File: src/rtl/instr_prefetch_queue.sv
// instr_prefetch_queue: sequential instruction prefetcher with epoch-tagged memory pipe and DEPTH-entry FIFO
module instr_prefetch_queue #(
  parameter int              XLEN     = 64,
  parameter int              ILEN     = 32,
  parameter int              DEPTH    = 4,
  parameter int              MEM_LAT  = 1,
  parameter logic [XLEN-1:0] RESET_PC = '0
) (
  input  logic                       clk_i,
  input  logic                       rst_ni,
  output logic [31:0]                mem_raddr_o,
  output logic                       mem_req_o,
  input  logic [ILEN-1:0]            mem_rdata_i,
  input  logic                       redirect_valid_i,
  input  logic [XLEN-1:0]            redirect_pc_i,
  output logic                       instr_valid_o,
  input  logic                       instr_ready_i,
  output logic [ILEN-1:0]            instr_o,
  output logic [XLEN-1:0]            instr_pc_o,
  output logic                       fetch_fault_o,
  output logic [$clog2(DEPTH):0]     occupancy_o
);
  localparam int AW = $clog2(DEPTH);
  localparam int OW = AW + 1;
  localparam int CW = $clog2(DEPTH + MEM_LAT + 1) + 1;

  logic [XLEN-1:0] fpc_q;
  logic            fault_q;
  logic            epoch_q;
  logic [MEM_LAT-1:0] pv_q;
  logic [MEM_LAT-1:0] pe_q;
  logic [XLEN-1:0] ppc_q [MEM_LAT];
  logic [ILEN-1:0] data_q [DEPTH];
  logic [XLEN-1:0] pcs_q [DEPTH];
  logic [AW-1:0]   rd_q;
  logic [AW-1:0]   wr_q;
  logic [OW-1:0]   occ_q;
  logic [CW-1:0]   inflight;
  logic            issue;
  logic            push;
  logic            pop;

  // Only current-epoch requests hold a credit; stale ones will be dropped on return.
  always_comb begin
    inflight = '0;
    for (int i = 0; i < MEM_LAT; i++) inflight = inflight + CW'(pv_q[i] && (pe_q[i] == epoch_q));
  end

  assign issue         = rst_ni && !fault_q && !redirect_valid_i && ((CW'(occ_q) + inflight) < CW'(DEPTH));
  assign push          = pv_q[MEM_LAT-1] && (pe_q[MEM_LAT-1] == epoch_q) && !redirect_valid_i;
  assign pop           = instr_valid_o && instr_ready_i && !redirect_valid_i;
  assign mem_req_o     = issue;
  assign mem_raddr_o   = fpc_q[31:0];
  assign instr_valid_o = occ_q != '0;
  assign instr_o       = instr_valid_o ? data_q[rd_q] : '0;
  assign instr_pc_o    = instr_valid_o ? pcs_q[rd_q] : '0;
  assign fetch_fault_o = fault_q;
  assign occupancy_o   = occ_q;

  // Fetch PC, alignment fault and epoch; a redirect overrides sequential advance.
  always_ff @(posedge clk_i or negedge rst_ni) begin
    if (!rst_ni) begin
      fpc_q   <= RESET_PC;
      fault_q <= 1'b0;
      epoch_q <= 1'b0;
    end else if (redirect_valid_i) begin
      fpc_q   <= redirect_pc_i;
      fault_q <= |redirect_pc_i[1:0];
      epoch_q <= ~epoch_q;
    end else if (issue) begin
      fpc_q   <= fpc_q + XLEN'(4);
    end
  end

  // In-flight pipe tracking {valid, epoch, pc} of each outstanding read until its data returns.
  always_ff @(posedge clk_i or negedge rst_ni) begin
    if (!rst_ni) begin
      pv_q <= '0;
      pe_q <= '0;
      for (int i = 0; i < MEM_LAT; i++) ppc_q[i] <= '0;
    end else begin
      pv_q[0]  <= issue;
      pe_q[0]  <= epoch_q;
      ppc_q[0] <= fpc_q;
      for (int i = 1; i < MEM_LAT; i++) begin
        pv_q[i]  <= pv_q[i-1];
        pe_q[i]  <= pe_q[i-1];
        ppc_q[i] <= ppc_q[i-1];
      end
    end
  end

  // FIFO pointers and occupancy; a redirect empties the queue.
  always_ff @(posedge clk_i or negedge rst_ni) begin
    if (!rst_ni) begin
      rd_q  <= '0;
      wr_q  <= '0;
      occ_q <= '0;
    end else if (redirect_valid_i) begin
      rd_q  <= '0;
      wr_q  <= '0;
      occ_q <= '0;
    end else begin
      if (push) wr_q <= wr_q + 1'b1;
      if (pop) rd_q <= rd_q + 1'b1;
      occ_q <= occ_q + OW'(push) - OW'(pop);
    end
  end

  // FIFO storage; contents need no reset because the head is gated by instr_valid_o.
  always_ff @(posedge clk_i) begin
    if (push) begin
      data_q[wr_q] <= mem_rdata_i;
      pcs_q[wr_q]  <= ppc_q[MEM_LAT-1];
    end
  end
endmodule

File: config.mk
export PLATFORM = sky130hd
export DESIGN_NAME = instr_prefetch_queue
export DESIGN_NICKNAME = d
export VERILOG_FILES = /design/src/rtl/instr_prefetch_queue.sv
export SDC_FILE = /design/constraint.sdc
export NUM_CORES = 1
export LEC_CHECK = 0
export CAP_MARGIN = 20
export CORE_MARGIN = 1.5
export CORE_UTILIZATION = 40
export DETAILED_ROUTE_END_ITERATION = 8
export PLACE_DENSITY = 0.66
export SLEW_MARGIN = 25
export SYNTH_ARGS = -nofsm -noshare
export SYNTH_HDL_FRONTEND = slang
export SYNTH_SLANG_ARGS = --single-unit
File: constraint.sdc
create_clock -name clk_i -period 3.8 [get_ports clk_i]
set_clock_uncertainty 0.2 [all_clocks]
set_input_delay 0.38 -clock clk_i [delete_from_list [all_inputs] [get_ports clk_i]]
set_output_delay 0.38 -clock clk_i [all_outputs]
set_load 0.005 [all_outputs]
==> reports/metrics.yaml, run 1 <==
worst_hold_path:
  hp-class: "primary input to register"
cts:
  clkSinkCount: 523
  ctsResizeCount: 0
  cts_made_buffers: 56
  cts-htree-levels: 2
  clock-root-buffer: "clkbuf_16"
  clkTransAtPathRegs_ns: 0.06
  cts_tree: "yes"
  clk_path_buf_depth: 3
  clk_latency_ns: 0.60
pwr:
  power_frac_comb_pct: 21.4
  ir_worst_vdd_mv: 0.321
  power_density_nw_per_um2: 584
  p_int_w: 0.0112
  power_frac_clock_pct: 34.5
  p_seq_share_pct: 44.1
  switchingPower_w: 0.00385
  p_leak_nw: 8.55
  swShare_pct: 25.6
final_layout:
  drive_above_1_share_pct: 16.5
  syn_to_final_growth_pct: 22.9
  layout_commonest_cell: "edfxtp_1"
  nNetsFinal: 1563
  post-route-cell-area_um2: 25800
  mostFrequentLayoutCells: "edfxtp_1, clkdlybuf4s50_1, dfrtp_1"
  fin_util_pct: 50.0
  num_antenna_cells: 0
timing:
  clock.fmax_mhz: 278
  slew_headroom_pct: 42.3
  setup_viol: 0
  period_needed_ns: 3.60
  slew_viol_final: 0
  rsz0062_at_grt: "false"
  worst_pin_slew_ns: 0.865
  finalCritPeriodShare_pct: 94.6
  finalHoldViolCount: 0
  tns_ns: 0
floorplanning:
  ios: 234
  dieArea_um2: 53800
  chipWidth_um: 232
  initial_core_util_pct: 40.6
  placeableCoreArea_um2: 51600
  row_count: 83
  die_h_um: 232
grt:
  antenna_found_initial: 2
  grt_pass1_wl_mm: 74.2
  grt_pass1_vias: 12039
  gr-usage-all-layers_pct: 18.6
  grt_max_degree: 131
  gr-total-overflow: 0
synthesis:
  syn_area_per_cell_um2: 17.1
  synth_warnings: 0
  synth.area.top_cells: "edfxtp_1, dfrtp_1, mux4_2"
  synth_nets: 1339
  yosysTopAreaCell: "edfxtp_1"
  ys.flop_type: "edfxtp_1"
  ys_types: 54
  synth_area_um2: 21000
  yosysSeqAreaShare_pct: 71.6
  synth_cells: 1230
  synth-edff-count: 384
  synth-async-reset-ratio_pct: 26.6
  synth_top_area_share_pct: 55.0
  yosys_register_bits: 523
routing:
  wl_mm: 49.4
  first_pass_iters: 7
  drt_iter0_markers: 759
  vias_per_cell: 5.36
  detail_route.wl_per_cell_um: 22.7
  route.vias.total: 11692
  drtAntennaViolNets: 0
  drc: 0
worst_setup_path:
  start_kind: "register"
  worstPathCellList: "ha_1, and4b_1, nand3_2, buf_4, a21o_1, nor2_1, clkdlybuf4s50_1"
  cp_max_fo: 15
  required_ns: 3.22
  worst_setup_path_end_kind: "primary output"
  crit_family: "buffers and inverters"
  critPathKind: "register to primary output"
  slowest_delay_ns: 0.57
  slowest_stage: "clkdlybuf4s50_1"
  cp.arrival_ns: 3.02
  path_buf_inv: 2
placed_design:
  gp_congestion: 0.770
  dpl-instance-area_um2: 24000
  dp_hpwl_mm: 30.7
  portBuffers: 233
run:
  cap_violations: 0
outcome:
  status: "finished clean"
[per-layer routing]
| layer | track usage (%) | up-vias | share of wire [%] |
|---|---|---|---|
| met3 | 4.27 | 72 | 6.3 |
| met5 | 0 | - | 0.028 |
| li1 | - | 5205 | - |
| met2 | 29.4 | 367 | 48 |
| met4 | 5.38 | 2 | 2.4 |
| met1 | 25.8 | 6046 | 43 |
[worst paths after layout]
path,slack (ns),depth (start not counted),endpoint,start
setup / recovery,0.20,7,mem_req_o,occupancy_o[1]
hold / removal,0.12,3,fpc_q[20],redirect_pc_i[20]
setup reg to reg,0.89,10,occupancy_o[2],occupancy_o[1]
hold reg to reg,0.22,0,ppc_q[51],fpc_q[51]
max in group asynchronous,2.30,3,pv_q,rst_ni
min in group asynchronous,0.25,3,ppc_q[16],rst_ni
[area by class of cell]
class / instances / area, um2
well taps: 680 / 851
inverters: 22 / 83.8
flip-flops and latches: 523 / 15000
clock buffers: 67 / 1520
fillers: 4299 / 25800
clock inverters: 37 / 267
multi-input cells: 586 / 5360
repair buffers: 265 / 2690
[synthesized netlist by cell type (all sizes together), types with 7 or more instances]
| master | n |
|---|---|
| xnor2 | 25 |
| edfxtp | 384 |
| ha | 8 |
| nand4 | 28 |
| or4 | 24 |
| and3 | 8 |
| a31oi | 30 |
| nand2 | 52 |
| nor4 | 7 |
| a211oi | 11 |
| mux4 | 96 |
| nand3 | 23 |
| a2111oi | 8 |
| inv | 22 |
| xor2 | 8 |
| clkbuf | 42 |
| buf | 57 |
| and2 | 105 |
| o31ai | 23 |
| o21ai | 33 |
| nor2 | 44 |
| dfrtp | 139 |
[through the flow]
step	hold slack [ns]	std cells	worst slack, ns	power, W
floorplan	-0.116	1230	0.856	0.00823
detailed placement	0.0214	2073	0.813	0.0100
global route	0.116	2180	0.0150	0.0157
finish	0.123	2180	0.204	0.0151
global placement	0.0198	2073	0.865	0.0100
CTS	0.0825	2180	0.140	0.0153
[power groups by stage]
stage / Sequential [W] / Combinational, W / Clock [W]
global placement: 0.00674 / 0.00327 / 0
detailed placement: 0.00676 / 0.00328 / 0
floorplan: 0.00661 / 0.00162 / 0
CTS: 0.00665 / 0.00331 / 0.00534
global route: 0.00667 / 0.00350 / 0.00553
finish: 0.00664 / 0.00322 / 0.00520
[flip-flops by register name, indices dropped and copies added (netlist names)]
| signal | count |
|---|---|
| pcs_q | 256 |
| data_q | 128 |
| fpc_q | 64 |
| ppc_q | 64 |
| occupancy_o | 3 |
| rd_q | 2 |
| wr_q | 2 |
| epoch_q | 1 |
| fetch_fault_o | 1 |
| pe_q | 1 |
| pv_q | 1 |
[cells by family after synthesis]
group / after synthesis / synth area share, %
fa+ha+maj: 9 / 0.573
compound gates: 128 / 4.34
buf+inv: 121 / 2.94
flops: 523 / 71.6
xor+xnor: 33 / 1.38
simple gates: 316 / 8.69
mux: 100 / 10.5
[repair_timing]
item | CTS | global route
hold endpoints to repair | 146 | 0
buffers inserted | 0 | 0
hold buffers | 3 | 0
setup endpoints to repair | 0 | 0
[worst min-delay path, stage by stage]
cell	delay, ns
clkdlybuf4s50_1	0.40
nand2_1	0.06
o21ai_1	0.05
Power figures use the tool's default switching activity.
==> run 2: changes to the inputs <==
Settings changed: CTS_BUF_LIST from default to sky130_fd_sc_hd__clkbuf_2.
==> run 2 against run 1 <==
Against the previous run:
- sequential power is 0.9% lower
- non-clock buffer count increased by 247
- routed wire length increased by 11%
- via count grew 14%
- design area rose by 8.3%
- critical path depth stayed put
- fmax rose by 0.51%
- final cell count up 18%
- global-route usage grew 2.4 points
- register-to-register slack got worse by 0.45 ns
- largest cell class unchanged
- largest power group unchanged
- highest routed layer is now met4
==> reports/metrics.yaml, run 2 (synthesis results as in run 1) <==
cts:
  clkSinkCount: 523
  clk_latency_ns: 1.22
  clk_path_buf_depth: 3
  cts_tree: "yes"
  clkTransAtPathRegs_ns: 0.09
  cts-htree-levels: 4
  cts_made_buffers: 138
  clock-root-buffer: "clkbuf_2"
worst_hold_path:
  hp-class: "primary input to register"
  hp-start: "redirect_pc_i[55]"
  whs_endpoint: "fpc_q[55]"
  holdPathStages: 4
final_layout:
  mostFrequentLayoutCells: "edfxtp_1, clkbuf_2, dlygate4sd3_1"
  reg.largest.list: "pcs_q: 256 flops, data_q: 128 flops"
  top_register: "pcs_q"
  nNetsFinal: 1894
  syn_to_final_growth_pct: 33.2
  largest_register_ffs: 256
  drive_above_1_share_pct: 26.1
  layout_commonest_cell: "edfxtp_1"
timing:
  tns_ns: 0
  worst_pin_slew_ns: 0.866
  finalCritPeriodShare_pct: 94.2
  setup_viol: 0
  slew_headroom_pct: 42.3
  finalHoldViolCount: 0
  period_needed_ns: 3.58
  clock.fmax_mhz: 279
  rsz0062_at_grt: "true"
  slew_viol_final: 0
  hold_slack_ns: 0.184
floorplanning:
  die_h_um: 232
  row_count: 83
  placeableCoreArea_um2: 51600
  dieArea_um2: 53800
  chipWidth_um: 232
  initial_core_util_pct: 40.6
  ios: 234
pwr:
  total_power_w: 0.0145
  power_frac_comb_pct: 28.1
  p_seq_share_pct: 45.2
  p_int_w: 0.0103
  p_leak_nw: 10.5
  power_density_nw_per_um2: 521
  ir_worst_vdd_mv: 0.269
  switchingPower_w: 0.00421
  power_frac_clock_pct: 26.7
  swShare_pct: 28.9
placed_design:
  dp_hpwl_mm: 30.7
  gp_congestion: 0.770
  portBuffers: 233
routing:
  drt_iter0_markers: 899
  wl_mm: 54.7
  drtAntennaViolNets: 0
  vias_per_cell: 5.18
  first_pass_iters: 5
  drc: 0
  detail_route.wl_per_cell_um: 21.3
  route.vias.total: 13302
worst_setup_path:
  crit-reg2reg-capture: "occupancy_o[1]"
  r2r_setup_slack_ns: 0.44
  r2r_start: "occupancy_o[1]"
  required_ns: 3.22
  start_kind: "register"
  cp_max_fo: 7
  reg2reg_depth: 11
  worst_setup_path_end_kind: "primary output"
  cp.arrival_ns: 3.00
  critPathKind: "register to primary output"
grt:
  gr-usage-all-layers_pct: 21.0
  grt_pass1_vias: 13913
  grt_pass1_wl_mm: 82.2
  grt_max_degree: 131
  gr-total-overflow: 0
  antenna_found_initial: 1
outcome:
  status: "finished clean"
run:
  cap_violations: 0
run 2: changes by cell type in the layout (fill, tap and decap cells not counted), moves of 18 or more:
cell	change
dlygate4sd3_1	+179
dlygate4sd2_1	+36
clkbuf_2	+220
and2_4	+18
clkbuf_16	-56
dlymetal6s2s_1	+24
buf_4	+37
and2_1	-18
clkdlybuf4s50_1	-97
run 2: metal layers:
| metal | part of all wire [%] | track usage (%) | vias up | routed length [um] |
|---|---|---|---|---|
| li1 | - | - | 5974 | - |
| met1 | 43 | 26.9 | 6778 | 23300 |
| met2 | 48 | 32.8 | 460 | 26300 |
| met3 | 6.7 | 6.81 | 90 | 3680 |
| met4 | 2.7 | 8.62 | 0 | 1460 |
| met5 | 0 | 0 | - | 0 |
run 2: worst max path at each step:
stage / startpoint / to / slack (ns) / cells past startpoint
after floorplan: epoch_q / data_q[0][0] / 0.86 / 4
after global routing: rd_q[0] / instr_pc_o[36] / -0.006 / 6
after global placement: occupancy_o[1] / mem_req_o / 0.87 / 7
after detailed placement: occupancy_o[1] / mem_req_o / 0.81 / 7
final: rd_q[0] / instr_o[19] / 0.22 / 7
after CTS: rd_q[0] / instr_pc_o[11] / -0.19 / 5
run 2: critical path, stage by stage (launching register included):
cell,delay [ns]
dfrtp_4,0.53
buf_12,0.17
buf_12,0.13
buf_16,0.13
buf_4,0.13
mux4_2,0.42
and2_4,0.17
clkbuf_2,0.10
run 2: timing repair:
item	in CTS	in global routing
gates cloned	8	2
pin swaps	5	3
hold buffers	182	0
hold endpoints to repair	501	0
gates resized for setup	161	66
buffers inserted	43	18
setup endpoints to repair	98	56
run 2: cell type report:
type | instances | area, um2
fillers | 4236 | 23700
multi-input cells | 588 | 5440
repair buffers | 512 | 5290
clock inverters | 32 | 204
flip-flops and latches | 523 | 15000
inverters | 22 | 83.8
well taps | 680 | 851
diodes | 2 | 5.00
clock buffers | 207 | 1040
run 2: metrics by stage:
step	utilization, %	cells	area, um2	worst slack, ns
final	54.1	2566	27900	0.222
after global placement	46.4	2073	24000	0.865
after CTS	53.7	2545	27700	-0.193
after global routing	54.1	2565	27900	-0.00602
after detailed placement	46.4	2073	24000	0.813
after floorplan	-	1230	21000	0.856
run 2: power by group through the flow:
stage | clock (W) | sequential, W | combinational, W
final | 0.00388 | 0.00658 | 0.00408
after global routing | 0.00433 | 0.00661 | 0.00441
after CTS | 0.00403 | 0.00658 | 0.00403
after detailed placement | 0 | 0.00676 | 0.00328
after global placement | 0 | 0.00674 | 0.00327
after floorplan | 0 | 0.00661 | 0.00162
